File: config.mk
export PLATFORM = sky130hd
export DESIGN_NAME = freq_gen
export DESIGN_NICKNAME = d
export VERILOG_FILES = /design/src/rtl/freq_gen.sv
export SDC_FILE = /design/constraint.sdc
export NUM_CORES = 1
export LEC_CHECK = 0
export CAP_MARGIN = 20
export CELL_PAD_IN_SITES_DETAIL_PLACEMENT = 1
export CELL_PAD_IN_SITES_GLOBAL_PLACEMENT = 1
export CORE_ASPECT_RATIO = 0.9
export CORE_MARGIN = 1.5
export CORE_UTILIZATION = 30
export CTS_CLUSTER_DIAMETER = 60
export CTS_CLUSTER_SIZE = 28
export DETAILED_ROUTE_END_ITERATION = 6
export HOLD_SLACK_MARGIN = 0.06
export PLACE_DENSITY = 0.51
export SYNTH_ARGS = -nofsm -noshare
export SYNTH_HDL_FRONTEND = slang
export SYNTH_SLANG_ARGS = --single-unit
File: constraint.sdc
create_clock -name Clk -period 13 [get_ports Clk]
set_clock_uncertainty 0.15 [all_clocks]
set_input_delay 2.6 -clock Clk [delete_from_list [all_inputs] [get_ports Clk]]
set_output_delay 2.6 -clock Clk [all_outputs]
set_load 0.1 [all_outputs]
File: src/rtl/freq_gen.sv
// freq_gen: programmable 50% square-wave generator with an iterative half-period divider.
// Defining FREQ_GEN_PULSE_EN adds a one-cycle Pulse output on every Fout rise.
module freq_gen #(
    parameter int unsigned CLK_HZ = 100_000_000,
    parameter int unsigned FW     = 16
) (
    input  logic          Clk,
    input  logic          Rst,
    input  logic [FW-1:0] Freq,
    input  logic          Load,
    output logic          Ready,
    output logic          Fout,
`ifdef FREQ_GEN_PULSE_EN
    output logic          Pulse,
`endif
    output logic [FW-1:0] Active
);
    typedef enum logic [1:0] {IDLE, DIV, COMMIT} state_t;
    localparam logic [31:0] HALF = 32'(CLK_HZ / 2);

    state_t        state_q;
    logic [FW-1:0] req_q, rem_q, rem_d, pend_freq_q, active_q, active_d;
    logic [31:0]   quo_q, quo_d, pend_hp_q, hp_q, hp_d, cnt_q, cnt_d;
    logic [4:0]    it_q;
    logic [FW:0]   trial;
    logic          ge, pend_q, fout_q, fout_d, wrap, take;

    // quo_q starts as the dividend and shifts quotient bits in from the right
    always_comb begin
        trial    = {rem_q, quo_q[31]};
        ge       = trial >= {1'b0, req_q};
        rem_d    = ge ? FW'(trial - {1'b0, req_q}) : trial[FW-1:0];
        quo_d    = {quo_q[30:0], ge};
        wrap     = hp_q != 32'd0 && cnt_q == hp_q - 32'd1;
        take     = pend_q && (hp_q == 32'd0 || wrap);
        hp_d     = take ? pend_hp_q : hp_q;
        active_d = take ? pend_freq_q : active_q;
        cnt_d    = (hp_q == 32'd0 || wrap) ? 32'd0 : cnt_q + 32'd1;
        fout_d   = (hp_q == 32'd0 || (wrap && hp_d == 32'd0)) ? 1'b0 : wrap ? ~fout_q : fout_q;
    end

    always_ff @(posedge Clk or posedge Rst) begin
        if (Rst) begin
            state_q     <= IDLE;
            req_q       <= '0;
            rem_q       <= '0;
            quo_q       <= '0;
            it_q        <= '0;
            pend_q      <= 1'b0;
            pend_hp_q   <= '0;
            pend_freq_q <= '0;
            hp_q        <= '0;
            cnt_q       <= '0;
            fout_q      <= 1'b0;
            active_q    <= '0;
        end else begin
            case (state_q)
                IDLE: if (Load) begin
                    state_q <= DIV;
                    req_q   <= Freq;
                    it_q    <= '0;
                    quo_q   <= HALF;
                    rem_q   <= '0;
                end
                DIV: begin
                    quo_q <= quo_d;
                    rem_q <= rem_d;
                    it_q  <= it_q + 5'd1;
                    if (it_q == 5'd31) state_q <= COMMIT;
                end
                default: begin
                    state_q     <= IDLE;
                    pend_hp_q   <= req_q == '0 ? 32'd0 : quo_q;
                    pend_freq_q <= req_q;
                end
            endcase
            // a fresh commit wins over consumption of the older pending value
            pend_q   <= state_q == COMMIT || (pend_q && !take);
            hp_q     <= hp_d;
            cnt_q    <= cnt_d;
            fout_q   <= fout_d;
            active_q <= active_d;
        end
    end

`ifdef FREQ_GEN_PULSE_EN
    logic pulse_q;
    always_ff @(posedge Clk or posedge Rst) begin
        if (Rst) pulse_q <= 1'b0;
        else     pulse_q <= fout_d & ~fout_q;
    end
    assign Pulse = pulse_q;
`endif

    assign Ready  = state_q == IDLE;
    assign Fout   = fout_q;
    assign Active = active_q;
endmodule
==> metrics.md, run 1 <==
| Metric | Value |
|---|---|
| Crit path buffers/inverters | `1` |
| Utilization after layout | `35.9%` |
| Synth async-reset ratio | `100%` |
| Cts-stage hold buffer count | `0` |
| Cell taking the most area after synthesis | `dfrtp_1` |
| Synthesized area | `10100 um2` |
| Initial Util | `30.5%` |
| Synth Area per Inst | `10.5 um2` |
| Via/cell ratio | `5.06` |
| Via Count | `7241` |
| GRT Total Usage | `16.3%` |
| Post-CTS Resized | `0` |
| # diodes | `0` |
| Hold Path Class | `reg2reg` |
| Max Slew Vio Count | `0` |
| Placed instance count | `1381` |
| Peak supply drop | `128 uV` |
| Worst path top cell family by delay | `buffers and inverters` |
| Area growth syn-to-layout | `17.5%` |
| I/O Pins | `37` |
| Synth Net Count | `1000` |
| WL per Instance | `18.9 um` |
| Fin. Hold Viols | `0` |
| Clk_lat worst skew | `0.56 ns` |
| Share of cells above drive strength 1 | `15.2%` |
| Slowest cell on crit path | `clkdlybuf4s50_1` |
| Critical Path Max Stage Delay | `1.18 ns` |
| Ys Warns | `0` |
| Final nets | `1031` |
| Status | `complete, no violations` |
| CTS buffer count | `26` |
| DP HPWL | `18700 um` |
| CTS max path bufs | `3` |
| Synthesized flop and latch total | `201` |
| Main synth FF type | `dfrtp_1` |
| Final Cycle Share | `42.3%` |
| Commonest non-fill, non-tap cell in the layout | `dfrtp_1` |
| CP Cell Sequence | `nor2_1 > clkdlybuf4s50_1` |
| Detail Route Antenna Nets | `0` |
| Sequential share of the synthesized area | `49.9%` |
| Setup CP Type | `reg2out` |
| Initial drt markers | `297` |
| Synth area leaders | `dfrtp_1, mux2_2, nand2_1` |
| First-pass GRT wire length | `44700 um` |
| Power Density | `221 nW/um2` |
| GPL Wtd Cong | `0.751` |
| Leak pwr | `5.45 nW` |
| Number of remaining DRC errors | `0` |
| GRT overflow | `0` |
| Die W | `196 um` |
| Total chip power | `2.62 mW` |
| Final non-filler cell total | `1432` |
| Area share of the largest cell type after synthesis | `49.9%` |
| Minimum clock period | `5.50 ns` |
| Initial antenna violation count | `0` |
| Distinct cell type count after synthesis | `60` |
| CTS HTree Levels | `1` |
| Number of cell rows | `63` |
| Worst Path Required | `10.25 ns` |
| Slew headroom | `33.1%` |
| Die ar. | `34700 um2` |
| PortBufs | `36` |
| Die Height | `177 um` |
| TritonCTS clock tree | `done` |
| Clock slew at reported path FFs | `0.07 ns` |
| Post-synth EDFFs | `0` |
| Cells after Synth | `959` |
| Fmax | `182 MHz` |
| CP Launch Type | `flip-flop` |
| Largest net degree at the start of global routing | `139` |
| First-pass DRT Iterations | `5` |
| Final setup viols | `0` |
| Post-CTS setup buffers | `0` |
| Worst slew pin tran | `1.00 ns` |
| # fillers | `3631` |
| CP endpoint kind | `output port` |
| RSZ-0062 raised after global routing | `false` |
| Core Box Area | `33000 um2` |
| Max-cap violations | `0` |
| Most frequent cells in the layout | `dfrtp_1, nand2_1, nor2_1` |
| Clk root buf | `clkbuf_16` |
| Final wirelength | `27100 um` |
| CP max FO | `19` |
| Vias in the first global route | `7617` |
| TNS Setup | `0 ns` |
| Worst EP arrival | `2.75 ns` |
| # clock sinks | `201` |
stage by stage:
step	setup WS, ns	hold WS, ns	cell area (um2)
after floorplan	4.77	0.311	10100
after global placement	7.99	0.335	10900
after detailed placement	7.98	0.342	10900
after CTS	7.41	0.340	11800
after global routing	7.36	0.378	11800
final	7.50	0.333	11800
metal layers:
layer / vias to the layer above / track usage [%] / routed length, um
li1: 3479 / - / -
met1: 3666 / 24.6 / 14300
met2: 60 / 24.4 / 11600
met3: 36 / 2.52 / 734
met4: 0 / 3.30 / 465
met5: - / 0 / 0
synthesized netlist by cell type, types with 4 or more instances:
cell type	number
a21oi_1	29
xor2_1	36
dfrtp_1	201
a22o_1	35
mux2_2	61
and3_1	13
xnor2_1	38
inv_1	28
nand4_1	17
a21o_1	6
nor2_1	70
nor3_1	14
clkbuf_1	30
nor4b_1	4
and4_1	11
mux2i_1	8
ha_1	21
or4_1	7
a31oi_1	6
o21ai_0	41
or3_1	8
mux2_4	20
buf_2	7
nand3_1	63
nand2_1	110
nor2b_1	7
nor4_1	14
layout make-up:
| cell class | count | area, um2 | share of cell area (%) |
|---|---|---|---|
| Sequential cell | 201 | 5030 | 42.5 |
| Tap cell | 422 | 528 | 4.46 |
| Clock inverter | 19 | 221 | 1.87 |
| Clock buffer | 29 | 683 | 5.77 |
| Multi-Input combinational cell | 686 | 4790 | 40.4 |
| Inverter | 29 | 116 | 0.983 |
| Timing Repair Buffer | 46 | 475 | 4.02 |
worst register-to-register path: stages (launching register included):
cell,delay (ns)
dfrtp_1,0.45
inv_1,0.11
ha_1,0.24
nor4b_4,0.46
and3_1,0.39
and4_1,0.29
o21ai_0,0.09
or3b_2,0.21
a2bb2oi_1,0.07
and4_1,0.27
o21ai_4,0.55
buf_4,0.59
mux2_2,0.45
state kept, by name, summed over array words and instances (netlist names):
signal and flops:
Active 16, state_q 2, rem_q 16, hp_q 32, quo_q 32, pend_freq_q 16
req_q 16, it_q 5, pend_hp_q 32, cnt_q 32, pend_q 1, Fout 1
worst paths after layout:
path	startpoint	end	slack, ns	depth (start not counted)
max in group asynchronous	Rst	quo_q[8]$_DFFE_PP0P_	8.71	4
min in group asynchronous	Rst	cnt_q[2]$_DFF_PP0_	2.29	2
min reg2reg	quo_q[1]$_DFFE_PP0P_	quo_q[2]$_DFFE_PP0P_	0.33	2
min	quo_q[1]$_DFFE_PP0P_	quo_q[2]$_DFFE_PP0P_	0.33	2
max reg2reg	hp_q[0]$_DFF_PP0_	hp_q[5]$_DFF_PP0_	8.56	12
max	state_q[1]$_DFFE_PP0P_	Ready	7.50	2
power by group:
part	switching, mW	leakage [nW]	internal [mW]
combinational	0.520	2.35	0.394
clock	0.339	0.436	0.407
sequential	0.163	2.67	0.792
cell families (layout without fill, tap and decap cells):
group	count (synthesis)	after routing	synth area share (%)
buffers and inverters	72	123	2.99
XOR/XNOR	74	74	6.43
multiplexers	89	89	10.6
flip-flops	201	201	49.9
AND/OR/NAND/NOR	358	358	17.8
AO/OA/AOI/OAI	143	143	9.45
adder cells (fa/ha/maj)	22	22	2.81
Note: power is estimated with default switching activity, not from simulation.
==> run 2: changes to the inputs <==
==> constraint.sdc (replaced) <==
create_clock -name Clk -period 5.8 [get_ports Clk]
set_clock_uncertainty 0.15 [all_clocks]
set_input_delay 1.16 -clock Clk [delete_from_list [all_inputs] [get_ports Clk]]
set_output_delay 1.16 -clock Clk [all_outputs]
set_load 0.1 [all_outputs]
==> run 2 against run 1 <==
  * Wire length fell by 0.89%
  * Highest routed layer unchanged
  * Non-clock buffer count rose by 1
  * Power rose by 110%
  * Final area fell by 1.2%
  * Sequential power rose by 120%
  * Worst setup slack got worse by 5.8 ns
  * First-iteration DRC count rose by 11%
  * Critical path depth rose by 10
  * Clock power rose by 96%
  * Utilization fell by 0.44 points
  * Critical path type is now reg2reg
==> metrics.md, run 2 (synthesis results as in run 1) <==
| Metric | Value |
|---|---|
| Total chip power | `5.60 mW (+110%)` |
| Clock slew at reported path FFs | `0.07 ns (about the same)` |
| Fin. Hold Viols | `0 (unchanged)` |
| Max Slew Vio Count | `0 (unchanged)` |
| Utilization after layout | `35.4% (-0.44 points)` |
| Vias in the first global route | `7630 (+0.17%)` |
| Final non-filler cell total | `1426 (-0.42%)` |
| Via/cell ratio | `5.05 (about the same)` |
| Post-CTS Resized | `0 (unchanged)` |
| Setup ws final | `1.71 ns (-5.79 ns)` |
| CP endpoint kind | `flip-flop` |
| Clk_lat worst skew | `0.53 ns (-0.03 ns)` |
| Area growth syn-to-layout | `16.1%` |
| Peak supply drop | `193 uV (+51%)` |
| Detail Route Antenna Nets | `0 (unchanged)` |
| Die Height | `177 um (unchanged)` |
| Min Hold Slack | `0.344 ns (+0.0110 ns)` |
| Commonest non-fill, non-tap cell in the layout | `dfrtp_1` |
| DP Area | `10900 um2 (+0.30%)` |
| Final nets | `1029 (-0.19%)` |
| Final wirelength | `26900 um (-0.89%)` |
| Minimum clock period | `4.09 ns` |
| Initial Util | `30.5% (unchanged)` |
| Number of cell rows | `63 (unchanged)` |
| CP max FO | `32 (+13)` |
| Largest net degree at the start of global routing | `146 (+5.0%)` |
| Initial drt markers | `331 (+11%)` |
| Power Density | `479 nW/um2 (+120%)` |
| Cts-stage hold buffer count | `0 (unchanged)` |
| GRT overflow | `0 (unchanged)` |
| Max-cap violations | `0 (unchanged)` |
| PortBufs | `36 (unchanged)` |
| WL per Instance | `18.8 um (-0.47%)` |
| I/O Pins | `37 (unchanged)` |
| CTS max path bufs | `3 (unchanged)` |
| First-pass DRT Iterations | `6 (+1)` |
| Placed instance count | `1384 (+0.22%)` |
| First-pass GRT wire length | `44500 um (-0.40%)` |
| # fillers | `3625 (-0.17%)` |
| GPL Wtd Cong | `0.795 (+5.8%)` |
| # diodes | `0 (unchanged)` |
| Slew headroom | `33.8% (+0.67 points)` |
| Final design area excluding fillers | `11700 um2 (-1.2%)` |
| Initial antenna violation count | `0 (unchanged)` |
| Leak pwr | `5.38 nW (-1.2%)` |
| GRT Total Usage | `16.2% (-0.094 points)` |
| CTS buffer count | `23 (-12%)` |
| Worst EP arrival | `4.34 ns (+1.59 ns)` |
| Worst slew pin tran | `0.990 ns (-0.0101 ns)` |
| CP Launch Type | `flip-flop` |
| Hold Path Class | `reg2reg` |
| Fmax | `245 MHz` |
| Die W | `196 um (unchanged)` |
| Setup CP Type | `reg2reg` |
| TNS Setup | `0 ns (unchanged)` |
| Number of remaining DRC errors | `0 (unchanged)` |
| # clock sinks | `201 (unchanged)` |
| Status | `complete, no violations` |
| Pre-CTS setup slack | `1.69 ns (-6.30 ns)` |
| Share of cells above drive strength 1 | `14.8% (-0.41 points)` |
| Final setup viols | `0 (unchanged)` |
| Die ar. | `34700 um2 (unchanged)` |
| Post-CTS setup buffers | `0 (unchanged)` |
| Clk root buf | `clkbuf_16` |
| Worst Path Required | `6.06 ns (-4.19 ns)` |
| Final Cycle Share | `70.5%` |
| Most frequent cells in the layout | `dfrtp_1, nand2_1, nor2_1` |
| Core Box Area | `33000 um2 (unchanged)` |
| CTS HTree Levels | `1 (unchanged)` |
| DP HPWL | `18400 um (-1.3%)` |
| RSZ-0062 raised after global routing | `false` |
| Via Count | `7208 (-0.46%)` |
| TritonCTS clock tree | `done` |
==> run 2: changes by cell type in the layout (fill, tap and decap cells not counted), sizes merged <==
cell	change
buf	+1
clkbuf	-1
clkinvlp	+1
inv	-7
==> run 2: per-layer routing <==
metal	up-vias	part of all wire [%]	global-route usage [%]
met5	-	0	0
met4	0	2.0	3.40
met3	29	2.8	2.48
met2	49	42	23.6
met1	3664	53	25.0
li1	3466	-	-
==> run 2: path summary, 6_finish.rpt <==
check / startpoint / to / slack, ns / cells past startpoint
max: hp_q[0]$_DFF_PP0_ / Active[8]$_DFFE_PP0N_ / 1.71 / 12
min in group asynchronous: Rst / Active[5]$_DFFE_PP0N_ / 1.05 / 3
max reg2reg: hp_q[0]$_DFF_PP0_ / Active[8]$_DFFE_PP0N_ / 1.71 / 12
min reg2reg: pend_freq_q[9]$_DFFE_PP0N_ / Active[9]$_DFFE_PP0N_ / 0.34 / 1
min: pend_freq_q[9]$_DFFE_PP0N_ / Active[9]$_DFFE_PP0N_ / 0.34 / 1
max in group asynchronous: Rst / rem_q[14]$_DFFE_PP0P_ / 3.79 / 3
==> run 2: area by class of cell <==
class / instances / area [um2] / share of cell area [%]
clock buffers: 28 / 634 / 5.42
flip-flops and latches: 201 / 5030 / 43.0
repair buffers: 47 / 480 / 4.11
inverters: 29 / 113 / 0.963
well taps: 422 / 528 / 4.51
clock inverters: 13 / 136 / 1.17
multi-input cells: 686 / 4780 / 40.8
==> run 2: critical path, stage by stage, from the launching register on <==
cell,delay [ns]
dfrtp_1,0.42
inv_1,0.10
ha_1,0.24
nor4b_4,0.48
nand4_1,0.31
or4_1,0.55
a22oi_1,0.19
nand4_1,0.13
nor4b_1,0.24
and4_1,0.33
o21ai_4,0.21
buf_12,0.26
mux2_4,0.32
==> run 2: report_power, final <==
group | total (mW) | switching, mW | internal [mW]
Clock | 1.46 | 0.656 | 0.807
Combinational | 2.00 | 1.14 | 0.863
Sequential | 2.13 | 0.357 | 1.78
Total | 5.60 | 2.15 | 3.45
